## src/rtl/matrix_multiply_unit_pkg.sv

```systemverilog
// Default dimensions shared by the systolic matrix multiply unit and its processing elements.
// Only the default constants live here; every instance can override them through parameters.
package matrix_multiply_unit_pkg;

  localparam int unsigned DEFAULT_WIDTH             = 8;
  localparam int unsigned DEFAULT_LENGTH            = 3;
  localparam int unsigned DEFAULT_ACCUMULATOR_WIDTH = 32;

endpackage : matrix_multiply_unit_pkg

```

## src/rtl/matrix_multiply_unit_processing_element.sv

```systemverilog
// One output-stationary MAC cell: registers its a/b operands for its right/lower neighbours
// and accumulates their unsigned product into a wrapping accumulator.
module processing_element
  import matrix_multiply_unit_pkg::*;
#(
  parameter int unsigned WIDTH             = DEFAULT_WIDTH,
  parameter int unsigned ACCUMULATOR_WIDTH = DEFAULT_ACCUMULATOR_WIDTH
) (
  input  logic                         i_clk,
  input  logic                         i_async_rst,
  input  logic                         i_sync_rst,
  input  logic                         i_en,
  input  logic [WIDTH-1:0]             i_a,
  input  logic [WIDTH-1:0]             i_b,
  output logic [WIDTH-1:0]             o_a,
  output logic [WIDTH-1:0]             o_b,
  output logic [ACCUMULATOR_WIDTH-1:0] o_acc
);

  logic [2*WIDTH-1:0]           w_product;
  logic [ACCUMULATOR_WIDTH-1:0] w_product_ext;
  logic [WIDTH-1:0]             r_a;
  logic [WIDTH-1:0]             r_b;
  logic [ACCUMULATOR_WIDTH-1:0] r_acc;

  // Operands are widened before the multiply so the full 2*WIDTH product is kept.
  assign w_product     = {{WIDTH{1'b0}}, i_a} * {{WIDTH{1'b0}}, i_b};
  assign w_product_ext = ACCUMULATOR_WIDTH'(w_product);

  // NOTE: every register here is reset (async and sync) so no stale partial sum or
  // in-flight operand survives a restart; state uses non-blocking assignments only.
  always_ff @(posedge i_clk or posedge i_async_rst) begin
    if (i_async_rst) begin
      r_a   <= '0;
      r_b   <= '0;
      r_acc <= '0;
    end else if (i_sync_rst) begin
      r_a   <= '0;
      r_b   <= '0;
      r_acc <= '0;
    end else if (i_en) begin
      r_a   <= i_a;
      r_b   <= i_b;
      r_acc <= r_acc + w_product_ext;
    end
  end

  assign o_a   = r_a;
  assign o_b   = r_b;
  assign o_acc = r_acc;

endmodule : processing_element

```

## src/rtl/matrix_multiply_unit.sv

```systemverilog
// LENGTH x LENGTH output-stationary systolic array: activations flow right, weights flow down,
// and each cell's accumulator is exposed directly as one element of the product matrix.
module matrix_multiply_unit
  import matrix_multiply_unit_pkg::*;
#(
  parameter int unsigned WIDTH             = DEFAULT_WIDTH,
  parameter int unsigned LENGTH            = DEFAULT_LENGTH,
  parameter int unsigned ACCUMULATOR_WIDTH = DEFAULT_ACCUMULATOR_WIDTH
) (
  input  logic                         CLK,
  input  logic                         ASYNC_RST,
  input  logic                         SYNC_RST,
  input  logic                         EN,
  input  logic [WIDTH-1:0]             Inputs  [LENGTH],
  input  logic [WIDTH-1:0]             Weights [LENGTH],
  output logic [ACCUMULATOR_WIDTH-1:0] Result  [LENGTH][LENGTH]
);

  logic [WIDTH-1:0] w_a_in  [LENGTH][LENGTH];
  logic [WIDTH-1:0] w_b_in  [LENGTH][LENGTH];
  logic [WIDTH-1:0] w_a_out [LENGTH][LENGTH];
  logic [WIDTH-1:0] w_b_out [LENGTH][LENGTH];

  for (genvar row = 0; row < LENGTH; row++) begin : g_row
    for (genvar col = 0; col < LENGTH; col++) begin : g_col
      // Edge cells take the external feed; interior cells take their neighbour's register.
      if (col == 0) begin : g_a_edge
        assign w_a_in[row][col] = Inputs[row];
      end else begin : g_a_chain
        assign w_a_in[row][col] = w_a_out[row][col-1];
      end

      if (row == 0) begin : g_b_edge
        assign w_b_in[row][col] = Weights[col];
      end else begin : g_b_chain
        assign w_b_in[row][col] = w_b_out[row-1][col];
      end

      processing_element #(
        .WIDTH             (WIDTH),
        .ACCUMULATOR_WIDTH (ACCUMULATOR_WIDTH)
      ) u_pe (
        .i_clk       (CLK),
        .i_async_rst (ASYNC_RST),
        .i_sync_rst  (SYNC_RST),
        .i_en        (EN),
        .i_a         (w_a_in[row][col]),
        .i_b         (w_b_in[row][col]),
        .o_a         (w_a_out[row][col]),
        .o_b         (w_b_out[row][col]),
        .o_acc       (Result[row][col])
      );
    end
  end

endmodule : matrix_multiply_unit

```

## config.mk

```make
export PLATFORM = sky130hd
export DESIGN_NAME = matrix_multiply_unit
export DESIGN_NICKNAME = d
export VERILOG_FILES = /design/src/rtl/matrix_multiply_unit_pkg.sv /design/src/rtl/matrix_multiply_unit_processing_element.sv /design/src/rtl/matrix_multiply_unit.sv
export SDC_FILE = /design/constraint.sdc
export NUM_CORES = 2
export LEC_CHECK = 0
export CAP_MARGIN = 10
export CELL_PAD_IN_SITES_DETAIL_PLACEMENT = 1
export CELL_PAD_IN_SITES_GLOBAL_PLACEMENT = 1
export CORE_ASPECT_RATIO = 0.9
export CORE_UTILIZATION = 46
export CTS_BUF_LIST = sky130_fd_sc_hd__clkbuf_16
export CTS_CLUSTER_DIAMETER = 30
export DETAILED_ROUTE_END_ITERATION = 8
export DONT_BUFFER_PORTS = 1
export GPL_TIMING_DRIVEN = 0
export PLACE_DENSITY_LB_ADDON = 0.1
export RECOVER_POWER = 100
export SLEW_MARGIN = 20
export SYNTH_ARGS = -nofsm -noshare
export SYNTH_HDL_FRONTEND = slang
export SYNTH_SLANG_ARGS = --single-unit
```

## constraint.sdc

```tcl
create_clock -name CLK -period 14.7 [get_ports CLK]
set_input_delay 4.41 -clock CLK [delete_from_list [all_inputs] [get_ports CLK]]
set_output_delay 4.41 -clock CLK [all_outputs]
set_load 0.005 [all_outputs]
```

# After elaboration in Yosys (flattened, before gate mapping)
# Cells that the tools add are included.
[classes] mux=42 add_sub_neg=9 reduce_logical=1 mul=9
[ops] op="$mux W32" n=18
[ops] op="$add A32 B16 Y32" n=9
[ops] op="$mux W8" n=24
[ops] op="$mul A8 B8 Y16" n=9
[ops] op="$reduce_bool A2 Y1" n=1
[word_totals] word_cells=82 ff_bits=384 in_bits=52

# Longest topological paths before layout
[logic_depth] ltp_word=4 ltp_mapped=21

# Cells and area by module
# From an unflattened synthesis, not the netlist that was laid out.
[unflattened] hier_cells=4928 hier_area_um2=44606.5
[modules_own_cells] module="processing_element at g_row[1].g_col[1].u_pe ..." area_per_inst_um2=5066.1 n_inst=2 cells_each=558 seq_area_each_um2=1201.2
[modules_own_cells] module="processing_element at g_row[2].g_col[1].u_pe ..." area_per_inst_um2=5012.3 n_inst=2 cells_each=560 seq_area_each_um2=1201.2
[modules_own_cells] module="processing_element at g_row[0].g_col[1].u_pe ..." area_per_inst_um2=4863.4 n_inst=2 cells_each=535 seq_area_each_um2=1201.2
[modules_own_cells] module="processing_element at g_row[1].g_col[0].u_pe" area_per_inst_um2=5057.4 n_inst=1 cells_each=572 seq_area_each_um2=1201.2
[modules_own_cells] module="processing_element at g_row[2].g_col[0].u_pe" area_per_inst_um2=4833.4 n_inst=1 cells_each=527 seq_area_each_um2=1201.2
[modules_own_cells] module="processing_element at g_row[0].g_col[0].u_pe" area_per_inst_um2=4832.1 n_inst=1 cells_each=523 seq_area_each_um2=1201.2

# Worst setup path after synthesis
# No wires, ideal clock.
[synth_timing] path_kind="input to register" start="input Weights[8] (netlist name)" end="register g_row[0].g_col[1].u_pe.r_acc[23]" required_ns=14.575 stages=20 path_buffers=1 setup_ns=0.125 path_slack_ns=5.969 arrival_time_ns=8.606 path_cell_list="clkbuf_1 -> nand2_1 -> fa_1 -> inv_1 -> ha_1 -> ha_1 -> inv_1 -> fa_1 -> inv_1 -> ha_1 -> inv_1 -> fa_1 -> and2b_1 -> o21a_1 -> o21ai_1 -> a311o_1 -> a21oi_2 -> nor2_1 -> nor4_1 -> mux2_2"
[synth_via] elab_chain_len=4
[synth_lines] element="start: declaration" line_no="matrix_multiply_unit.sv:15" rtl="input logic [WIDTH-1:0] Weights [LENGTH],"
[synth_lines] element="$mul A8 B8 Y16" line_no="matrix_multiply_unit_processing_element.sv:27" rtl="assign w_product = {{WIDTH{1'b0}}, i_a} * {{WIDTH{1'b0}}, i_b};"
[synth_lines] element="$add A32 B16 Y32" line_no="matrix_multiply_unit_processing_element.sv:44" rtl="r_acc <= r_acc + w_product_ext;"
[synth_lines] element="$mux W32" line_no="matrix_multiply_unit_processing_element.sv:41" rtl="end else if (i_en) begin"
[synth_lines] element="$mux W32" line_no="matrix_multiply_unit_processing_element.sv:37" rtl="end else if (i_sync_rst) begin"
[synth_lines] element="end signal: assignment" line_no="matrix_multiply_unit_processing_element.sv:44"
[synth_lines] element="end: declaration" line_no="matrix_multiply_unit_processing_element.sv:24" rtl="logic [ACCUMULATOR_WIDTH-1:0] r_acc;"
# Every way passes these cells. The select of a mux whose other input is x is not followed.
# A chain may end at the register's enable or synchronous reset.

# Final worst setup path
[layout_timing] start="input Weights[16] (netlist name)" end="register g_row[0].g_col[0].u_pe.r_acc[25]"
[layout_via] elab_chain_len=4
[layout_lines] element="$mul A8 B8 Y16" line_no="matrix_multiply_unit_processing_element.sv:27"
[layout_lines] element="$add A32 B16 Y32" line_no="matrix_multiply_unit_processing_element.sv:44"
[layout_lines] element="$mux W32" line_no="matrix_multiply_unit_processing_element.sv:41"
[layout_lines] element="$mux W32" line_no="matrix_multiply_unit_processing_element.sv:37"
[layout_lines] element="end signal: assignment" line_no="matrix_multiply_unit_processing_element.sv:44"
[layout_lines] element="end: declaration" line_no="matrix_multiply_unit_processing_element.sv:24"
# Every way passes these cells. The select of a mux whose other input is x is not followed.

==> flow_summary.yaml <==
status:
  status: "finished, violations left"
  violations: "max-capacitance violations, max-slew violations"
worst_setup_path:
  cpMaxStageDelayCell: "a2111oi_0"
  critPathMostFrequentCell: "inv_1"
  cp_num_buf_inv: 5
  startpoint_type: "input pin"
  max_stage_delay_ns: 2.10
  path_delay_family: "compound AO/OA/AOI/OAI gates"
  critPathRequiredTime_ns: 15.23
  rrSetupSlack_ns: 7.74
  cp.arrival_ns: 11.27
  cp-end-kind: "flop"
  critPathKind: "in2reg"
  rr_endpoint: "g_row[0].g_col[0].u_pe.o_acc[25]"
  reg2regPathDepth: 19
  cp_cell_sequence: "clkbuf_1, nand2_1, fa_1, inv_1, ha_1, ha_1, inv_1, fa_1, inv_1, ha_1, inv_1, fa_1, and2b_1, o21ai_0, a21oi_1, o21ai_0, a2111oi_0, o21ai_0, xor2_1, nor2_1"
  crit_fanout: 9
  r2r_start: "g_row[0].g_col[0].u_pe.o_acc[3]"
die:
  ioPinCount: 340
  die_x_um: 314
  num_rows: 102
  initial_utilization: 0.467
  die-height_um: 283
  core_area_mm2: 0.0865
  die-area_mm2: 0.0891
sta:
  fin_worst_skew_ns: 0.0328
  setup_tns_ns: 0
  period_needed_ns: 10.74
  period_share: 0.730
  slew-limit-headroom: -0.785
  tightest_slew_ns: 2.61
  hold_violations: 0
  rsz0062_at_grt: "no"
  finalMaxSlewViolations: 356
  fmax_ghz: 0.0932
  setup_viol: 0
route:
  num_vias: 32200
  totalWireLength_um: 139000
  drt-wirelength-per-cell_um: 23.7
  drc: 0
  antenna_left: 0
  drt_first_pass_iters: 5
  viasPerCell: 5.47
  drtIter0Drc: 1747
final_layout:
  fill_cells: 10000
  drive_gt1_frac: 0.0474
  final_cell_mix: "inv_1, fa_1, nand2_1"
  mostFrequentLayoutCell: "inv_1"
  nNetsFinal: 5508
  multiInputGateArea_mm2: 0.0268
  area.sequential_mm2: 0.00961
  final_core_util: 0.534
  syn2layout_area_growth_pct: 14.3
clock_network:
  cts_htree_levels: 3
  tritoncts: "done"
  clk_latency_ns: 0.69
  postCtsResizedCells: 0
  root_buffer: "clkbuf_16"
  clockBufferDepth: 3
  cts_buffers: 118
  clkTransAtPathRegs_ns: 0.05
  postCtsSetupRepairBufs: 0
  cts.sinks: 384
  cts_hold_buffers: 0
placement:
  gp_congestion: 0.873
  numPortBuffers: 0
  dp_hpwl_um: 107000
logic_synthesis:
  synth-seq-area-share: 0.238
  synth_warnings: 0
  syn-cell-area_mm2: 0.0404
  avgSynthCellArea_um2: 8.98
  synth_edf_count: 0
  synth_cell_types: 82
  synth-seq-cells: 384
  synth_cells: 4500
  synth_fp_nets: 5371
  synth_ff_type: "dfrtp_1"
  async_flop_share: 1.00
hold_path:
  hold-path-endpoint: "g_row[1].g_col[0].u_pe.o_acc[16]"
  holdPathStages: 2
  hp-start: "g_row[1].g_col[0].u_pe.o_acc[16]"
  hp-class: "reg2reg"
pwr:
  cellPowerDensity_mw_per_mm2: 116
  p_leak_uw: 0.0242
  worst_ir_drop_vdd_uv: 94.6
global_route:
  grt_pass1_vias: 35300
  grt_pass1_wl_um: 217000
  grt-ovfl-total: 0
  track_usage: 0.322
  grt_max_degree: 31
  antenna_found_initial: 6
job:
  drv_cap: 16
==> kinds of logic after synthesis <==
family,after synthesis,synth area share
AND/OR/NAND/NOR,1414,0.169
buffers and inverters,1050,0.0984
adder cells (fa/ha/maj),819,0.337
AO/OA/AOI/OAI,481,0.0758
flip-flops,384,0.238
XOR/XNOR,180,0.0390
multiplexers,172,0.0427
==> worst min-delay path, cell delays in order, from the launching register on <==
cell	delay (ns)
dfrtp_1	0.39
nand2_1	0.06
o21ai_0	0.06
==> synthesized netlist by cell type (4+ instances only) <==
library cell	number	area, um2
nor3_1	43	215
o21a_1	20	150
a31oi_1	6	37.5
o31a_1	4	35.0
nor2_1	384	1440
clkbuf_1	135	507
mux2_2	4	45.0
nand2_1	402	1510
and2_1	322	2010
buf_1	6	22.5
and3_1	36	225
xnor2_1	78	683
xor2_1	102	893
a21oi_1	152	761
o211ai_1	10	75.1
nand3_1	61	305
nand2b_1	24	150
ha_1	369	4620
and4_1	4	35.0
nor3b_1	5	37.5
o31ai_1	9	67.6
inv_1	888	3330
o21bai_1	12	90.1
a211oi_1	34	255
o21ai_0	111	556
or3_1	24	150
fa_1	450	9010
nor4_1	7	43.8
dfrtp_1	384	9610
a21o_1	52	390
nand4_1	44	275
o21ai_1	6	30.0
a211o_1	4	35.0
or4_1	8	60.1
o22ai_1	11	68.8
nor2b_1	29	181
and2b_1	4	30.0
buf_2	18	90.1
mux2i_1	168	1680
==> worst max path at each step <==
stage | depth (start not counted) | startpoint | end
global placement | 1 | ASYNC_RST | g_row[1].g_col[0].u_pe.o_acc[2]
finish | 20 | Weights[16] | g_row[0].g_col[0].u_pe.o_acc[25]
CTS | 18 | Inputs[13] | g_row[1].g_col[0].u_pe.o_acc[31]
detailed placement | 18 | Inputs[13] | g_row[1].g_col[0].u_pe.o_acc[31]
floorplan | 1 | ASYNC_RST | g_row[0].g_col[0].u_pe.o_a[0]
global route | 5 | ASYNC_RST | g_row[2].g_col[0].u_pe.o_acc[9]
==> metal layers <==
layer,part of all wire,GRT usage,wire (um)
met1,0.43,0.425,59800
met5,0.00019,0,27
met2,0.47,0.512,64900
met4,0.030,0.0955,4160
met3,0.076,0.0912,10600
==> cell type report <==
type / count / area share
Antenna cell: 2 / 0.000108
Buffer: 161 / 0.0135
Clock buffer: 120 / 0.0650
Clock inverter: 106 / 0.0284
Inverter: 889 / 0.0723
Multi-Input combinational cell: 3066 / 0.579
Sequential cell: 384 / 0.208
Tap cell: 1144 / 0.0310
Timing Repair Buffer: 17 / 0.00241
==> flip-flops by register name, summed over array words and instances (netlist names) <==
signal	flops
g_row.g_col.u_pe.o_b	48
g_row.g_col.u_pe.o_acc	288
g_row.g_col.u_pe.o_a	48
==> metrics by stage <==
stage	std cells	setup slack, ns	power [uW]	area, um2	hold WS [ns]
2_1_floorplan	4500	5.13	2200	40400	0.500
5_1_grt	5887	3.48	5650	46200	0.590
3_3_place_gp	5644	2.22	2550	41900	0.526
4_1_cts	5887	5.66	5420	46600	0.561
3_5_place_dp	5661	4.94	2600	42300	0.551
6_report	5889	3.96	5370	46200	0.551
==> power by group <==
group	total [uW]	internal [uW]	leakage, uW	switching, uW
Sequential	1210	1120	0.00528	87.5
Combinational	1370	533	0.0168	839
Clock	2790	1970	0.00211	824
Total	5370	3620	0.0242	1750
No activity file was read; power rests on OpenSTA's default activity.
